[src/rtl/arb_pkg.sv]
// Shared types, defaults and the rotating-priority search
// used by the four-way round-robin arbiter.
package arb_pkg;

   typedef enum logic {
      ST_IDLE  = 1'b0,
      ST_GRANT = 1'b1
   } arb_state_e;

   localparam int DEF_MAX_HOLD = 4;
   localparam int CNT_W        = 4;

   // Returns {found, index} of the first set bit from ptr upward, mod 4.
   function automatic logic [2:0] rr_pick(
      input logic [3:0] req,
      input logic [1:0] ptr
   );
      logic [2:0] res;
      logic [1:0] idx;
      res = '0;
      for (int k = 3; k >= 0; k--) begin
         idx = ptr + 2'(k);
         if (req[idx]) res = {1'b1, idx};
      end
      return res;
   endfunction

   function automatic logic [3:0] one_hot(input logic [1:0] idx);
      return 4'b0001 << idx;
   endfunction

endpackage

[src/rtl/rr_arb4_if.sv]
// Request/grant bundle between the requesters and the arbiter,
// including the muxed data output.
interface rr_arb4_if;

   logic [3:0] req;
   logic [3:0] din;
   logic [3:0] gnt;
   logic       s1;
   logic       s0;
   logic       busy;
   logic       o;

   modport master (
      output req,
      output din,
      input  gnt,
      input  s1,
      input  s0,
      input  busy,
      input  o
   );

   modport slave (
      input  req,
      input  din,
      output gnt,
      output s1,
      output s0,
      output busy,
      output o
   );

endinterface

[src/rtl/mux41.sv]
// Plain 4:1 single-bit multiplexer, select {s1,s0}.
module mux41 (
   input  logic a,
   input  logic b,
   input  logic c,
   input  logic d,
   input  logic s0,
   input  logic s1,
   output logic o
);

   always_comb begin
      o = a;
      unique case ({s1, s0})
         2'b00: o = a;
         2'b01: o = b;
         2'b10: o = c;
         2'b11: o = d;
         default: o = a;
      endcase
   end

endmodule

[src/rtl/rr_arb4.sv]
// Four-way round-robin arbiter with bounded hold time; the granted
// requester's data bit is routed out through a mux41.
module rr_arb4
   import arb_pkg::*;
#(
   parameter int MAX_HOLD = DEF_MAX_HOLD
) (
   input logic   clk,
   input logic   rst_n,
   rr_arb4_if.slave bus
);

   arb_state_e       r_state;
   logic [3:0]       r_gnt;
   logic [1:0]       r_sel;
   logic [1:0]       r_ptr;
   logic             r_busy;
   logic [CNT_W-1:0] r_cnt;

   logic             w_own_req;
   logic             w_expire;
   logic             w_release;
   logic [1:0]       w_ptr_nxt;
   logic [2:0]       w_pick_idle;
   logic [2:0]       w_pick_rel;
   logic             w_mux;

   assign w_own_req = bus.req[r_sel];
   assign w_expire  = (r_cnt == CNT_W'(MAX_HOLD - 1));
   assign w_release = !w_own_req || w_expire;
   assign w_ptr_nxt = r_sel + 2'd1;

   // The owner is last in order from owner+1, so a lone owner is re-granted.
   assign w_pick_idle = rr_pick(bus.req, r_ptr);
   assign w_pick_rel  = rr_pick(bus.req, w_ptr_nxt);

   always_ff @(posedge clk or negedge rst_n) begin
      if (!rst_n) begin
         r_state <= ST_IDLE;
         r_gnt   <= '0;
         r_sel   <= '0;
         r_ptr   <= '0;
         r_busy  <= 1'b0;
         r_cnt   <= '0;
      end else begin
         unique case (r_state)
            ST_IDLE: begin
               if (w_pick_idle[2]) begin
                  r_state <= ST_GRANT;
                  r_gnt   <= one_hot(w_pick_idle[1:0]);
                  r_sel   <= w_pick_idle[1:0];
                  r_busy  <= 1'b1;
                  r_cnt   <= '0;
               end else begin
                  r_gnt  <= '0;
                  r_busy <= 1'b0;
               end
            end
            ST_GRANT: begin
               if (!w_release) begin
                  r_cnt <= r_cnt + CNT_W'(1);
               end else begin
                  r_ptr <= w_ptr_nxt;
                  r_cnt <= '0;
                  if (w_pick_rel[2]) begin
                     r_gnt <= one_hot(w_pick_rel[1:0]);
                     r_sel <= w_pick_rel[1:0];
                  end else begin
                     r_state <= ST_IDLE;
                     r_gnt   <= '0;
                     r_busy  <= 1'b0;
                  end
               end
            end
            default: begin
               r_state <= ST_IDLE;
               r_gnt   <= '0;
               r_busy  <= 1'b0;
            end
         endcase
      end
   end

   mux41 u_mux (
      .a  (bus.din[0]),
      .b  (bus.din[1]),
      .c  (bus.din[2]),
      .d  (bus.din[3]),
      .s0 (r_sel[0]),
      .s1 (r_sel[1]),
      .o  (w_mux)
   );

   assign bus.gnt  = r_gnt;
   assign bus.s1   = r_sel[1];
   assign bus.s0   = r_sel[0];
   assign bus.busy = r_busy;
   assign bus.o    = r_busy & w_mux;

endmodule

[src/flat_wrapper.sv]
// flat-port wrapper written by rule: the top's interface ports become plain ports
module rr_arb4_flat import arb_pkg::*;
#(
   parameter int MAX_HOLD = DEF_MAX_HOLD
)
  (clk, rst_n, bus_req, bus_din, bus_gnt, bus_s1, bus_s0, bus_busy, bus_o);
  rr_arb4_if bus_i ();
  input logic clk;
  input logic rst_n;
  input wire logic [$bits(bus_i.req)-1:0] bus_req;
  input wire logic [$bits(bus_i.din)-1:0] bus_din;
  output wire logic [$bits(bus_i.gnt)-1:0] bus_gnt;
  output wire logic [$bits(bus_i.s1)-1:0] bus_s1;
  output wire logic [$bits(bus_i.s0)-1:0] bus_s0;
  output wire logic [$bits(bus_i.busy)-1:0] bus_busy;
  output wire logic [$bits(bus_i.o)-1:0] bus_o;
  assign bus_i.req = bus_req;
  assign bus_i.din = bus_din;
  assign bus_gnt = bus_i.gnt;
  assign bus_s1 = bus_i.s1;
  assign bus_s0 = bus_i.s0;
  assign bus_busy = bus_i.busy;
  assign bus_o = bus_i.o;
  rr_arb4 #(.MAX_HOLD(MAX_HOLD)) u_core (.clk(clk), .rst_n(rst_n), .bus(bus_i));
endmodule
[config.mk]
export PLATFORM = sky130hd
export DESIGN_NAME = rr_arb4_flat
export DESIGN_NICKNAME = d
export VERILOG_FILES = /design/src/rtl/arb_pkg.sv /design/src/rtl/rr_arb4_if.sv /design/src/rtl/mux41.sv /design/src/rtl/rr_arb4.sv /design/src/flat_wrapper.sv
export SDC_FILE = /design/constraint.sdc
export NUM_CORES = 1
export LEC_CHECK = 0
export CAP_MARGIN = 20
export CORE_MARGIN = 8
export CORE_UTILIZATION = 45
export DETAILED_ROUTE_END_ITERATION = 12
export PLACE_DENSITY = 0.82
export SYNTH_ARGS = -nofsm -noshare
export SYNTH_HDL_FRONTEND = slang
export SYNTH_HIERARCHICAL = 1
export SYNTH_SLANG_ARGS = --single-unit
export TNS_END_PERCENT = 50
[constraint.sdc]
create_clock -name clk -period 1.55 [get_ports clk]
set_input_delay 0.31 -clock clk [delete_from_list [all_inputs] [get_ports clk]]
set_output_delay 0.31 -clock clk [all_outputs]
set_load 0.05 [all_outputs]
## After elaboration in Yosys (flattened, before gate mapping)

Cells that the tools add are included.

- Flip-flop bits (word level): 14
- Input port bits: 10
- Output and inout port bits: 8
- Word-level logic and storage cells: 86

- $add $sub $neg: 8
- Magnitude comparators: 9
- Equal/unequal tests: 8
- Shifts and indexed selects: 2
- Muxes and demuxes: 45
- Bitwise logic cells: 2
- Reduce and logical (&&, ||, !) cells: 6

Operators by type and width:

| operator | count |
|---|---|
| $lt 2x3->1 const B | 9 |
| $mux 3 | 8 |
| $mux 4 | 5 |
| $bmux 1 s2 | 9 |
| $pmux 4 s2 | 2 |
| $mux 1 | 14 |
| $add 2x2->2 const B | 4 |
| $shl 1x2->4 const A | 2 |
| $add 2x1->2 const B | 3 |
| $mux 2 | 3 |
| $ne 2x2->1 const B | 3 |
| $add 4x1->4 const B | 1 |
| $eq 2x2->1 const B | 2 |
| $eq 4x2->1 const B | 1 |
| $pmux 1 s2 | 2 |
| $pmux 1 s4 | 1 |
| $pmux 2 s2 | 1 |
| $reduce_and 2->1 | 2 |
| $reduce_and 3->1 | 1 |
| $eq 2x1->1 const B | 1 |
| $logic_not 2->1 | 1 |
| $ne 2x1->1 const B | 1 |
| $and 1x1->1 | 1 |
| $logic_not 1->1 | 1 |
| 2 further kinds | 2 |

## Depth between registers and ports, before layout

Gate-level depths: netlist of the first run.

- Word-level depth: 12
- Depth in mapped cells: 7
- Gate-level depth less buffers: 6

## By module

Netlist of the first run, hierarchy kept.

By module, submodules not included:

| module | times used | cells an instance | area an instance (um2) | sequential area each (um2) |
|---|---|---|---|---|
| rr_arb4 | 1 | 94 | 878.3 | 350.3 |
| mux41 | 1 | 1 | 22.5 | 0.0 |

## Worst setup path after synthesis of the first run

No wires, ideal clock.

- Kind: register to register
- From: register u_core.r_sel[1]
- To: register u_core.r_gnt[2] (netlist: u_core/bus.gnt[2])
- Library setup time: 119 ps
- Data arrival time: 1820 ps
- Required time: 1431 ps
- Slack: -389 ps
- Cell stages (with the launch flop): 7
- Path buffers: 2
- Clock period less this slack: 1939 ps
- Cells stage by stage: dfrtp_1 -> buf_6 -> mux4_2 -> o211ai_2 -> buf_6 -> o221ai_1 -> o21a_1

- Longest elaborated chain between the ends: 12
- Elaborated cells between the ends (all ways): 25
- Those cells by class: 4 x add/sub; 1 x eq/ne; 1 x shift; 17 x mux; 2 x reduce/logical

RTL lines:

| what | line | source |
|---|---|---|
| from (decl) | rr_arb4.sv:15 | `logic [1:0] r_sel;` |
| from (signal assigned) | rr_arb4.sv:51 | `r_sel <= w_pick_idle[1:0];` |
| from (signal assigned) | rr_arb4.sv:67 | `r_sel <= w_pick_rel[1:0];` |
| $add 2x1->2 | rr_arb4.sv:31 | `assign w_ptr_nxt = r_sel + 2'd1;` |
| $add 2x2->2 | arb_pkg.sv:22 | `idx = ptr + 2'(k);` |
| $bmux 1 s2 | arb_pkg.sv:23 | `if (req[idx]) res = {1'b1, idx};` |
| $mux 1 (implied by the code) | arb_pkg.sv:23 |  |
| $mux 3 (4 in series) | arb_pkg.sv:23 |  |
| $shl 1x2->4 | arb_pkg.sv:29 | `return 4'b0001 << idx;` |
| $mux 4 | rr_arb4.sv:65 | `if (w_pick_rel[2]) begin` |
| $mux 4 | rr_arb4.sv:60 | `if (!w_release) begin` |
| $pmux 4 s2 | rr_arb4.sv:46 | `unique case (r_state)` |
| to (signal assigned) | rr_arb4.sv:50 | `r_gnt <= one_hot(w_pick_idle[1:0]);` |
| to (signal assigned) | rr_arb4.sv:66 | `r_gnt <= one_hot(w_pick_rel[1:0]);` |
| to (decl) | rr_arb4.sv:14 | `logic [3:0] r_gnt;` |

Several ways; a longest one is shown, not always the timed one. The select of a mux whose other input is x is not followed.
A chain may end at the register's enable or synchronous reset.

## Worst setup path after layout of the first run

- From: register u_core.r_sel[0]
- To: output port bus_o

- Longest elaborated chain between the ends: 3
- Elaborated cells between the ends (all ways): 6
- Those cells by class: 3 x eq/ne; 1 x mux; 1 x bitwise; 1 x reduce/logical

RTL lines:

| what | line | source |
|---|---|---|
| $eq 2x2->1, or another cell as far along | mux41.sv:14 | `unique case ({s1, s0})` |
| $pmux 1 s4 (*) | mux41.sv:14 |  |
| net u_core.w_mux | rr_arb4.sv:26 | `logic w_mux;` |
| $and 1x1->1 (*) | rr_arb4.sv:98 | `assign bus.o = r_busy & w_mux;` |
| to (decl) | flat_wrapper.sv:16 | `output wire logic [$bits(bus_i.o)-1:0] bus_o;` |

The timed path passes the listed nets; every way through them passes the cells marked *.

==> qor.yml, run 1 <==
status:
  outcome: "finished with violations"
  violations: "negative setup slack"
synth:
  synthXorXnorAreaFrac_pct: 0.972
  synth.distinct_cells: 38
  synth.area.top_cells: "dfrtp_1, nor2_1, mux4_2"
  synth_top_family_by_area: "compound AO/OA/AOI/OAI gates"
  synth_warnings: 6
  yosys.area_share.simple_pct: 20.6
  muxShareOfSynthArea_pct: 8.33
  synth.avg_cell_area_um2: 9.48
  synth_fp_nets: 106
  yosysSeqAreaShare_pct: 38.9
  postSynthCellCount: 95
  synth_fa_ha_area_share_pct: 1.39
  synth-compound-area-share_pct: 24.0
  yosys.area.top_type: "dfrtp_1"
  netlist.area_leader.share_pct: 38.9
  ys_ff_latch: 14
  syn_area_um2: 901
place:
  place_congestion: 0.848
  numPortBuffers: 17
  place_hpwl_um: 1770
die:
  rows: 16
  fp.dieH_um: 60.7
  start_util_pct: 46.9
  io_pins: 18
  die_area_um2: 3690
  die_x_um: 60.7
  fp.coreArea_um2: 1920
sta:
  setup_tns_ns: -1.59
  rsz0062_at_grt: "true"
  period_needed_ns: 1.78
  relSlewSlack_pct: 70.3
  max_freq_mhz: 563
  tightestPinTransition_ns: 0.443
  setup_ws_ns: -0.226
  skew_ns: 0.0124
  min_period_over_period_pct: 115
  setup_viol: 13
  slew_viol_final: 0
  hold_viol_final: 0
global_routing:
  grt_pass1_vias: 848
  met1_usage_pct: 16.7
  gr-total-overflow: 0
  gr-usage-all-layers_pct: 14.1
  grt_max_degree: 15
  grtUsageMet3_pct: 5.51
  grt_pass1_wl_um: 3930
  grt.busiest_layer: "met2"
  met2_usage_pct: 23.4
  antenna_found_initial: 0
critical_path:
  required_ns: 1.24
  path_buf_inv: 1
  crit_start: "u_core/r_sel[0]"
  end_kind: "primary output"
  path_delay_family: "multiplexers"
  arrival_ns: 1.47
  path_class: "flip-flop to primary output"
  slowest_delay_ns: 0.51
  r2r_start: "u_core/r_sel[0]"
  start_kind: "flip-flop"
  path_cells: "mux4_2 > and2_4 > buf_8"
  crit_path_max_fanout: 2
  cp_slowest_cell: "mux4_2"
drt:
  drc: 0
  wl_per_cell_um: 15.4
  dr.pass1.iters: 4
  vias: 879
  drt_iter0_markers: 29
  routed_wirelength_um: 2440
  viasPerCell: 5.56
  ant_nets: 0
pwr:
  power_density_nw_per_um2: 2070
  peakVddDrop_v: 0.00143
  power_leakage_nw: 0.603
  total_power_mw: 2.83
final_layout:
  nNetsFinal: 143
  diodes: 0
  drive_above_1_share_pct: 36.6
  areaGrowthSynthToFinish_pct: 52.1
cts:
  htreeDepth: 1
  cts_tree: "done"
  ctsHoldBuffers: 0
  cts_root_buf: "clkbuf_4"
  cts.clk_slew.worst_paths_ns: 0.08
  numCtsBuffers: 3
  clk_latency_ns: 0.28
  cts.sinks: 14
  cts_buffer_depth: 2
hold_path:
  min_path_type: "input port to async pin"
job:
  maxCapViolCount: 0
Yosys cell counts, drive strengths merged:
library cell and n:
dfrtp 14, nor2 13, nand2b 7, o21ai 7, a21oi 6, a31oi 3, and2 3, buf 3
inv 3, mux2i 3, a21boi 2, a221oi 2, clkbuf 2, mux4 2, nand2 2, nand3 2
nor2b 2, o21a 2, or2 2, a211o 1, a221o 1, a22o 1, a311oi 1, and3 1
and3b 1, ha 1, nand4 1, nor4 1, o211ai 1, o221a 1, o221ai 1, o22a 1
o31ai 1, xnor2 1
through the flow:
step	hold WS, ns	cell area, um2	worst slack [ns]	std cells	utilization [%]
global route	0.352	1370	-0.265	158	71.3
detailed placement	0.529	1270	-0.530	152	66.3
floorplan	0.0144	910	-0.231	95	-
finish	0.339	1370	-0.226	158	71.3
global placement	0.504	1270	-0.471	152	66.3
CTS	0.333	1360	-0.238	158	71.0
final timing paths:
kind / slack (ns) / cells after the start / endpoint
max: -0.23 / 3 / bus_o
min: 0.34 / 2 / u_core/r_sel[0]
max reg2reg: -0.19 / 7 / u_core/r_sel[1]
min reg2reg: 0.54 / 1 / u_core/r_cnt[0]
max in group asynchronous: 1.03 / 2 / u_core/r_cnt[0]
min in group clk: 0.54 / 1 / u_core/r_cnt[0]
power by group:
part           switching [mW]  internal, mW
clock network           0.102        0.0997
logic                   0.969         0.987
registers               0.161         0.515
total                    1.23          1.60
cell type report:
cell class,count,area [um2]
fillers,148,552
multi-input cells,73,548
well taps,27,33.8
repair buffers,37,398
inverters,3,11.3
flip-flops and latches,14,353
clock buffers,4,26.3
cells by family after synthesis:
family	count (synthesis)
AOI/OAI and AO/OA	31
xor gates and xnor gates	1
adders and majority gates	1
buffers and inverters	8
DFF	14
muxes	5
and+or+nand+nor	35
flip-flops by register name, summed over array words and instances, names as in the netlist:
register         count
u_core/r_sel         2
u_core/r_state       1
u_core/r_cnt         4
u_core/bus.gnt       4
u_core/r_ptr         2
u_core/bus.busy      1
metal layers:
metal	wire [um]	vias to the layer above
met2	1200	24
met3	166	6
met1	1050	426
met5	0	-
met4	29	0
li1	-	423
placed cells by master, fill, tap and decap left out, types with 2 or more instances in the layout:
cell type	count
clkdlybuf4s50_1	2
dlygate4sd2_1	7
inv_1	3
nand3_1	2
a21oi_1	6
buf_6	3
clkbuf_4	3
mux2i_1	3
dfrtp_1	12
buf_4	17
o21ai_1	5
mux4_2	2
o21a_1	2
nor2b_1	2
nand2b_1	7
a21boi_0	2
a31oi_1	2
dfrtp_2	2
nor2_1	12
and2_4	3
nand2_1	2
buf_12	7
timing repair:
action                                  CTS  global route
resized for setup                        21             2
pin swaps                                 2             0
buffers inserted                          2             0
endpoints found under the setup margin   13            13
(Power assumes the default switching activity.)
==> inputs of run 2 (changes only) <==
--- a/config.mk
+++ b/config.mk
@@ -10,6 +10,7 @@
 export CORE_UTILIZATION = 45
 export DETAILED_ROUTE_END_ITERATION = 12
 export PLACE_DENSITY = 0.82
+export SLEW_MARGIN = 20
 export SYNTH_ARGS = -nofsm -noshare
 export SYNTH_HDL_FRONTEND = slang
 export SYNTH_HIERARCHICAL = 1
==> results of run 2 <==
No change in the layout: final DEF, timing and power equal those of run 1.
